`src/rtl/vga_pkg.sv`:
```
// Shared timing constants, card/colour types and the symbol palette for the
// memory-game VGA renderer.
package vga_pkg;
    localparam int H_VIS  = 640;
    localparam int H_FP   = 16;
    localparam int H_SYNC = 96;
    localparam int H_BP   = 48;
    localparam int V_VIS  = 480;
    localparam int V_FP   = 10;
    localparam int V_SYNC = 2;
    localparam int V_BP   = 33;
    localparam int CELL   = 120;
    localparam int BORDER = 4;

    typedef enum logic [1:0] {RG_BLANK, RG_LEFT, RG_RIGHT, RG_CELL} region_e;

    typedef struct packed {
        logic       up;
        logic [2:0] sym;
    } card_code_t;

    typedef struct packed {
        logic [7:0] r;
        logic [7:0] g;
        logic [7:0] b;
    } rgb_t;

    localparam rgb_t C_BLACK  = 24'h000000;
    localparam rgb_t C_GREEN  = 24'h00ff00;
    localparam rgb_t C_BLUE   = 24'h0000ff;
    localparam rgb_t C_YELLOW = 24'hffff00;
    localparam rgb_t C_WHITE  = 24'hffffff;
    localparam rgb_t C_GRAY   = 24'h404040;

    localparam rgb_t PALETTE [8] = '{
        24'hff0000, 24'h00ff00, 24'h00ffff, 24'hff00ff,
        24'hff8000, 24'h8000ff, 24'hff80c0, 24'hffffff
    };
endpackage

```
`src/rtl/vga_timing.sv`:
```
// Pixel-enable, pixel clock and raster counters; sync/visible flags are
// decoded combinationally from the current counter values.
module vga_timing #(
    parameter int H_VIS  = vga_pkg::H_VIS,
    parameter int H_FP   = vga_pkg::H_FP,
    parameter int H_SYNC = vga_pkg::H_SYNC,
    parameter int H_BP   = vga_pkg::H_BP,
    parameter int V_VIS  = vga_pkg::V_VIS,
    parameter int V_FP   = vga_pkg::V_FP,
    parameter int V_SYNC = vga_pkg::V_SYNC,
    parameter int V_BP   = vga_pkg::V_BP
) (
    input  logic       clk,
    input  logic       rst_n,
    output logic       pe,
    output logic [9:0] hcnt,
    output logic [9:0] vcnt,
    output logic       hsync_raw,
    output logic       vsync_raw,
    output logic       visible,
    output logic       vgaclk
);
    localparam logic [9:0] H_LAST   = 10'(H_VIS + H_FP + H_SYNC + H_BP - 1);
    localparam logic [9:0] V_LAST   = 10'(V_VIS + V_FP + V_SYNC + V_BP - 1);
    localparam logic [9:0] HS_START = 10'(H_VIS + H_FP);
    localparam logic [9:0] HS_END   = 10'(H_VIS + H_FP + H_SYNC);
    localparam logic [9:0] VS_START = 10'(V_VIS + V_FP);
    localparam logic [9:0] VS_END   = 10'(V_VIS + V_FP + V_SYNC);
    localparam logic [9:0] H_VIS_C  = 10'(H_VIS);
    localparam logic [9:0] V_VIS_C  = 10'(V_VIS);

    logic       pe_q, pe_d;
    logic       vgaclk_q, vgaclk_d;
    logic [9:0] hcnt_q, hcnt_d;
    logic [9:0] vcnt_q, vcnt_d;

    always_comb begin
        pe_d     = ~pe_q;
        // Rises one clk after the pixel registers update: mid-way through the stable window.
        vgaclk_d = ~pe_q;
        hcnt_d   = hcnt_q;
        vcnt_d   = vcnt_q;
        if (pe_q) begin
            if (hcnt_q == H_LAST) begin
                hcnt_d = '0;
                vcnt_d = (vcnt_q == V_LAST) ? '0 : vcnt_q + 10'd1;
            end else begin
                hcnt_d = hcnt_q + 10'd1;
            end
        end
    end

    always_ff @(posedge clk or negedge rst_n) begin
        if (!rst_n) begin
            pe_q     <= 1'b0;
            vgaclk_q <= 1'b0;
            hcnt_q   <= '0;
            vcnt_q   <= '0;
        end else begin
            pe_q     <= pe_d;
            vgaclk_q <= vgaclk_d;
            hcnt_q   <= hcnt_d;
            vcnt_q   <= vcnt_d;
        end
    end

    assign pe        = pe_q;
    assign vgaclk    = vgaclk_q;
    assign hcnt      = hcnt_q;
    assign vcnt      = vcnt_q;
    assign hsync_raw = !(hcnt_q >= HS_START && hcnt_q < HS_END);
    assign vsync_raw = !(vcnt_q >= VS_START && vcnt_q < VS_END);
    assign visible   = (hcnt_q < H_VIS_C) && (vcnt_q < V_VIS_C);
endmodule

```
`src/rtl/vga_board_render.sv`:
```
// Draws the 4x4 card board, cursor highlight and turn margins; card state is
// latched once per frame at the start of vertical blanking.
module vga_board_render #(
    parameter int H_VIS  = vga_pkg::H_VIS,
    parameter int H_FP   = vga_pkg::H_FP,
    parameter int H_SYNC = vga_pkg::H_SYNC,
    parameter int H_BP   = vga_pkg::H_BP,
    parameter int V_VIS  = vga_pkg::V_VIS,
    parameter int V_FP   = vga_pkg::V_FP,
    parameter int V_SYNC = vga_pkg::V_SYNC,
    parameter int V_BP   = vga_pkg::V_BP,
    parameter int CELL   = vga_pkg::CELL,
    parameter int BORDER = vga_pkg::BORDER
) (
    input  logic        clk,
    input  logic        rst_n,
    input  logic [63:0] cards,
    input  logic [15:0] matched,
    input  logic [3:0]  cursor,
    input  logic        player,
    output logic [7:0]  R,
    output logic [7:0]  G,
    output logic [7:0]  B,
    output logic        hsync,
    output logic        vsync,
    output logic        vgaclk
);
    import vga_pkg::*;

    localparam int MARGIN = (H_VIS - 4 * CELL) / 2;
    localparam logic [9:0] X0 = 10'(MARGIN);
    localparam logic [9:0] X1 = 10'(MARGIN + CELL);
    localparam logic [9:0] X2 = 10'(MARGIN + 2 * CELL);
    localparam logic [9:0] X3 = 10'(MARGIN + 3 * CELL);
    localparam logic [9:0] X4 = 10'(MARGIN + 4 * CELL);
    localparam logic [9:0] Y1 = 10'(CELL);
    localparam logic [9:0] Y2 = 10'(2 * CELL);
    localparam logic [9:0] Y3 = 10'(3 * CELL);
    localparam logic [9:0] B_LO = 10'(BORDER);
    localparam logic [9:0] B_HI = 10'(CELL - BORDER);
    localparam logic [9:0] H_LAST   = 10'(H_VIS + H_FP + H_SYNC + H_BP - 1);
    localparam logic [9:0] V_LASTVIS = 10'(V_VIS - 1);

    logic       pe, hsync_raw, vsync_raw, visible;
    logic [9:0] hcnt, vcnt;

    vga_timing #(
        .H_VIS(H_VIS), .H_FP(H_FP), .H_SYNC(H_SYNC), .H_BP(H_BP),
        .V_VIS(V_VIS), .V_FP(V_FP), .V_SYNC(V_SYNC), .V_BP(V_BP)
    ) u_timing (
        .clk(clk), .rst_n(rst_n), .pe(pe), .hcnt(hcnt), .vcnt(vcnt),
        .hsync_raw(hsync_raw), .vsync_raw(vsync_raw), .visible(visible),
        .vgaclk(vgaclk)
    );

    logic [63:0] cards_f_q, cards_f_d;
    logic [15:0] matched_f_q, matched_f_d;
    logic [3:0]  cursor_f_q, cursor_f_d;
    logic        player_f_q, player_f_d;

    always_comb begin
        cards_f_d   = cards_f_q;
        matched_f_d = matched_f_q;
        cursor_f_d  = cursor_f_q;
        player_f_d  = player_f_q;
        if (pe && hcnt == H_LAST && vcnt == V_LASTVIS) begin
            cards_f_d   = cards;
            matched_f_d = matched;
            cursor_f_d  = cursor;
            player_f_d  = player;
        end
    end

    // Stage 1: region, card index and border flag from the raster position
    region_e    region_p1_q, region_p1_d;
    logic [3:0] idx_p1_q, idx_p1_d;
    logic       border_p1_q, border_p1_d;
    logic       hsync_p1_q, hsync_p1_d;
    logic       vsync_p1_q, vsync_p1_d;
    logic [1:0] col, row;
    logic [9:0] x_base, y_base, lx, ly;

    always_comb begin
        col    = 2'd3;
        x_base = X3;
        if (hcnt < X1)      begin col = 2'd0; x_base = X0; end
        else if (hcnt < X2) begin col = 2'd1; x_base = X1; end
        else if (hcnt < X3) begin col = 2'd2; x_base = X2; end
        row    = 2'd3;
        y_base = Y3;
        if (vcnt < Y1)      begin row = 2'd0; y_base = '0; end
        else if (vcnt < Y2) begin row = 2'd1; y_base = Y1; end
        else if (vcnt < Y3) begin row = 2'd2; y_base = Y2; end
        lx = hcnt - x_base;
        ly = vcnt - y_base;

        region_p1_d = region_p1_q;
        idx_p1_d    = idx_p1_q;
        border_p1_d = border_p1_q;
        hsync_p1_d  = hsync_p1_q;
        vsync_p1_d  = vsync_p1_q;
        if (pe) begin
            idx_p1_d    = {row, col};
            border_p1_d = (lx < B_LO) || (lx >= B_HI) || (ly < B_LO) || (ly >= B_HI);
            hsync_p1_d  = hsync_raw;
            vsync_p1_d  = vsync_raw;
            if (!visible)        region_p1_d = RG_BLANK;
            else if (hcnt < X0)  region_p1_d = RG_LEFT;
            else if (hcnt >= X4) region_p1_d = RG_RIGHT;
            else                 region_p1_d = RG_CELL;
        end
    end

    // Stage 2: colour lookup against the frame snapshot
    rgb_t       rgb_p2_q, rgb_p2_d;
    logic       hsync_p2_q, hsync_p2_d;
    logic       vsync_p2_q, vsync_p2_d;
    card_code_t card;
    rgb_t       pix;

    always_comb begin
        card = cards_f_q[{idx_p1_q, 2'b00} +: 4];
        pix  = C_BLACK;
        case (region_p1_q)
            RG_LEFT:  pix = player_f_q ? C_BLACK : C_GREEN;
            RG_RIGHT: pix = player_f_q ? C_GREEN : C_BLACK;
            RG_CELL: begin
                if (border_p1_q)              pix = (idx_p1_q == cursor_f_q) ? C_YELLOW : C_WHITE;
                else if (matched_f_q[idx_p1_q]) pix = C_GRAY;
                else if (card.up)             pix = PALETTE[card.sym];
                else                          pix = C_BLUE;
            end
            default:  pix = C_BLACK;
        endcase

        rgb_p2_d   = rgb_p2_q;
        hsync_p2_d = hsync_p2_q;
        vsync_p2_d = vsync_p2_q;
        if (pe) begin
            rgb_p2_d   = pix;
            hsync_p2_d = hsync_p1_q;
            vsync_p2_d = vsync_p1_q;
        end
    end

    always_ff @(posedge clk or negedge rst_n) begin
        if (!rst_n) begin
            cards_f_q   <= '0;
            matched_f_q <= '0;
            cursor_f_q  <= '0;
            player_f_q  <= 1'b0;
            region_p1_q <= RG_BLANK;
            idx_p1_q    <= '0;
            border_p1_q <= 1'b0;
            hsync_p1_q  <= 1'b1;
            vsync_p1_q  <= 1'b1;
            rgb_p2_q    <= C_BLACK;
            hsync_p2_q  <= 1'b1;
            vsync_p2_q  <= 1'b1;
        end else begin
            cards_f_q   <= cards_f_d;
            matched_f_q <= matched_f_d;
            cursor_f_q  <= cursor_f_d;
            player_f_q  <= player_f_d;
            region_p1_q <= region_p1_d;
            idx_p1_q    <= idx_p1_d;
            border_p1_q <= border_p1_d;
            hsync_p1_q  <= hsync_p1_d;
            vsync_p1_q  <= vsync_p1_d;
            rgb_p2_q    <= rgb_p2_d;
            hsync_p2_q  <= hsync_p2_d;
            vsync_p2_q  <= vsync_p2_d;
        end
    end

    assign R     = rgb_p2_q.r;
    assign G     = rgb_p2_q.g;
    assign B     = rgb_p2_q.b;
    assign hsync = hsync_p2_q;
    assign vsync = vsync_p2_q;
endmodule
```
`config.mk`:
```
export PLATFORM = sky130hd
export DESIGN_NAME = vga_board_render
export DESIGN_NICKNAME = d
export VERILOG_FILES = /design/src/rtl/vga_pkg.sv /design/src/rtl/vga_timing.sv /design/src/rtl/vga_board_render.sv
export SDC_FILE = /design/constraint.sdc
export NUM_CORES = 1
export LEC_CHECK = 0
export BUFFER_PORTS_ARGS = -buffer_cell sky130_fd_sc_hd__clkbuf_2
export CORE_MARGIN = 3
export CORE_UTILIZATION = 50
export CTS_CLUSTER_DIAMETER = 150
export DETAILED_ROUTE_END_ITERATION = 8
export PLACE_DENSITY = 0.79
export SYNTH_ARGS = -nofsm -noshare
export SYNTH_HDL_FRONTEND = slang
export SYNTH_SLANG_ARGS = --single-unit
```
`constraint.sdc`:
```
create_clock -name clk -period 3.91 [get_ports clk]
set_input_delay 0.1955 -clock clk [delete_from_list [all_inputs] [get_ports clk]]
set_output_delay 0.1955 -clock clk [all_outputs]
set_load 0.01 [all_outputs]
```
==> metrics.md <==
| Metric | Value |
|---|---|
| Run status | `complete, but fails checks` |
| Failing checks | `hold timing` |
| # Post-CTS Setup Buffers | `0` |
| Final nets | `841` |
| Max FO, Critical Path | `14` |
| Main synth FF type | `dfrtp_1` |
| Clock Sinks | `126` |
| Max-cap violations | `0` |
| Vias in the first global route | `5441` |
| Synthesized netlist cell count | `575` |
| Asr flop ratio synth | `100.0%` |
| Worst-path clk slew | `0.06 ns` |
| Post-Syn Area per Cell | `11.95 µm²` |
| Critical path class | `flop to flop` |
| # diodes | `0` |
| Flop-to-flop setup slack | `0.81 ns` |
| Die width | `123.2 µm` |
| Met3 Usage GRT | `6.130%` |
| Slew Limit Headroom | `29.53%` |
| Hold Slack | `-0.0001302 ns` |
| Switching Fraction | `22.16%` |
| Worst reg2reg path startpoint | `u_timing.hcnt[8]` |
| Commonest non-fill, non-tap cell in the layout | `dfrtp_1` |
| GRT Total Usage | `24.31%` |
| Drt pass-1 iters | `5` |
| Crit share post-route | `79.33%` |
| WP data required | `4.25 ns` |
| Kind of cell adding the most delay to the critical path | `simple AND/OR/NAND/NOR gates` |
| Final setup vio count | `0` |
| Final hold vios | `1` |
| TritonCTS buffer count | `17` |
| Worst VDD drop | `0.4157 mV` |
| Post-Route WL | `17310 µm` |
| Fillcell total | `928` |
| Layout cell share with drive strength beyond 1 | `23.99%` |
| CP peak stage delay | `0.53 ns` |
| Final setup TNS | `0 ns` |
| Gate power share | `6.5%` |
| Initial antenna violation count | `0` |
| Worst-case clock buffer depth | `2` |
| Hold Crit Class | `input pin to flop` |
| Slew Limit Fails | `0` |
| Worst skew pair latency | `0.43 ns` |
| YS warnings | `0` |
| Worst-path cell chain | `nor3_1, o21ai_1, a21oi_1, inv_1, ha_1, fa_1, xor2_1, or4b_1, a211oi_1, nor3_1, a21oi_1` |
| Minimum clock period | `3.102 ns` |
| Layout Utilization | `65.49%` |
| Die height | `123.2 µm` |
| Power Internal | `2.560 mW` |
| Starting density of the core | `51.47%` |
| PD cells | `376.2 nW/µm²` |
| CP bufs+invs | `1` |
| Hold wc startpoint | `cards[61]` |
| FF-to-FF End | `border_p1_q` |
| Worst R2R Path Depth | `11` |
| Busiest metal layer after global routing | `met2` |
| Transition time at the pin with the least slew margin | `1.057 ns` |
| Flops & latches, synth | `126` |
| CTS tree | `done` |
| Crit path to | `border_p1_q` |
| Row cnt | `42` |
| Met1 usage | `28.81%` |
| Sw power | `0.7286 mW` |
| H-tree levels | `4` |
| Mapped cell area | `6870 µm²` |
| M2 GR Usage | `41.52%` |
| Worst clock skew | `0.009869 ns` |
| RSZ-0062 raised after global routing | `no` |
| Via count | `5244` |
| Sequential share of power | `41.9%` |
| Number of stages on the worst setup path | `11` |
| # port buffers | `113` |
| HPWL Detailed | `10560 µm` |
| Routability Congestion | `0.8803` |
| Number of vias per cell | `5.688` |
| Global-route wire length before repair | `28060 µm` |
| Crit path max-delay cell type | `dfrtp_1` |
| Drt drc | `0` |
| WP data arrival | `3.44 ns` |
| Post-synth EDFFs | `0` |
| Fmax | `322.4 MHz` |
| Antenna-violating nets left | `0` |
| Core area | `13350 µm²` |
| Clock network power share | `51.6%` |
| DRT iter0 DRCs | `503` |
| Root buf cell | `clkbuf_16` |
| Yosys cell types | `70` |
| Seq/Total Area, Yosys | `45.97%` |
| Top Ports | `114` |
| P&R area growth vs syn | `27.23%` |
| Wire per inst | `18.77 µm` |
| Crit path from | `u_timing.hcnt[8]` |
| Post-Syn Nets | `683` |
| Die area | `15180 µm²` |
| CP endpoint kind | `flop` |
| Leading cell types in the layout, fill and taps excluded | `122 x dfrtp_1, 112 x clkbuf_2, 85 x mux2_1` |
| Pin count of the biggest net entering global routing | `86` |
| Startpoint types | `flop` |
| Leak pwr | `3.846 nW` |
| Grt total ovfl | `0` |
## power by group through the flow
stage / combinational (mW) / clock (mW) / sequential [mW]
floorplan: 0.0708 / 0 / 1.39
global placement: 0.150 / 0 / 1.39
detailed placement: 0.156 / 0 / 1.40
CTS: 0.209 / 1.70 / 1.38
global route: 0.232 / 1.78 / 1.38
finish: 0.212 / 1.70 / 1.38
## flip-flops by register name, indices dropped and copies added, names as in the netlist
register and flops:
region_p1_q 2, hsync_p1_q 1, R 3, B 3
border_p1_q 1, matched_f_q 16, cards_f_q 64, idx_p1_q 4
G 3, u_timing.vcnt 10, u_timing.pe 1, hsync 1
u_timing.hcnt 10, cursor_f_q 4, vsync 1, vsync_p1_q 1
player_f_q 1
## stage by stage
| step | setup slack (ns) | cell area [µm²] | power (mW) | hold WS (ns) | std cells |
|---|---|---|---|---|---|
| 6_report | 0.8080 | 8741 | 3.288 | -0.0001302 | 922 |
| 5_1_grt | 0.5610 | 8741 | 3.394 | 0.001513 | 922 |
| 4_1_cts | 0.8322 | 8731 | 3.288 | 0.0001779 | 921 |
| 3_5_place_dp | 0.8290 | 7461 | 1.554 | 0.4116 | 825 |
| 3_3_place_gp | 0.9544 | 7461 | 1.544 | 0.4077 | 825 |
| 2_1_floorplan | 1.061 | 6870 | 1.461 | -0.1001 | 575 |
## synth_stat cells, types with 5 or more instances
library cell	n	area (µm²)
a211oi_1	7	52.55
a21oi_1	14	70.07
buf_1	5	18.77
buf_2	11	55.05
buf_4	15	112.6
clkbuf_1	14	52.55
dfrtp_1	122	3053
ha_1	19	237.7
inv_1	20	75.07
mux2_1	85	957.2
mux4_1	14	367.9
mux4_2	7	157.7
nand2_1	29	108.9
nand2b_1	6	37.54
nand3_1	10	50.05
nand4_1	6	37.54
nor2_1	31	116.4
nor2b_1	10	62.56
nor3_1	14	70.07
nor4_1	6	37.54
o21ai_0	7	35.03
o21ai_1	16	80.08
xnor2_1	11	96.34
xor2_1	8	70.07
## how the worst min path moves through the flow
stage	endpoint	cells past startpoint
floorplan	B[5]	0
global placement	cards_f_q[47]	2
detailed placement	cursor_f_q[3]	2
CTS	cards_f_q[15]	2
global route	cursor_f_q[0]	2
finish	cards_f_q[61]	2
## final cells by class
cell class	count	area [µm²]	share of cell area (%)
tap	176	220.2	2.519
inverter	23	86.33	0.9877
sequential	126	3158	36.13
multi-input combinational	379	3356	38.39
clock buffer	19	442.9	5.067
clock inverter	13	186.4	2.133
timing repair buffer	186	1291	14.77
## routing by layer
layer / up-vias / share of wire, % / wire (µm)
li1: 2417 / - / -
met1: 2570 / 38 / 6647
met2: 212 / 52 / 9025
met3: 45 / 5.9 / 1015
met4: 0 / 3.6 / 619
met5: - / 0 / 0
## what timing repair did
action | in CTS | in global routing
resized for setup | 0 | 0
hold buffers | 64 | 1
endpoints found under the hold margin | 95 | 1
## cell families (layout without fill, tap and decap cells)
group	after synthesis	count (layout)	share of synthesized area, %
mux	114	114	22.89
flops	126	126	45.97
fa+ha+maj	21	21	4.043
compound gates	90	90	9.379
simple gates	135	135	10.11
buf+inv	70	241	5.190
xor+xnor	19	19	2.422
Note: power is estimated with default switching activity, not from simulation.
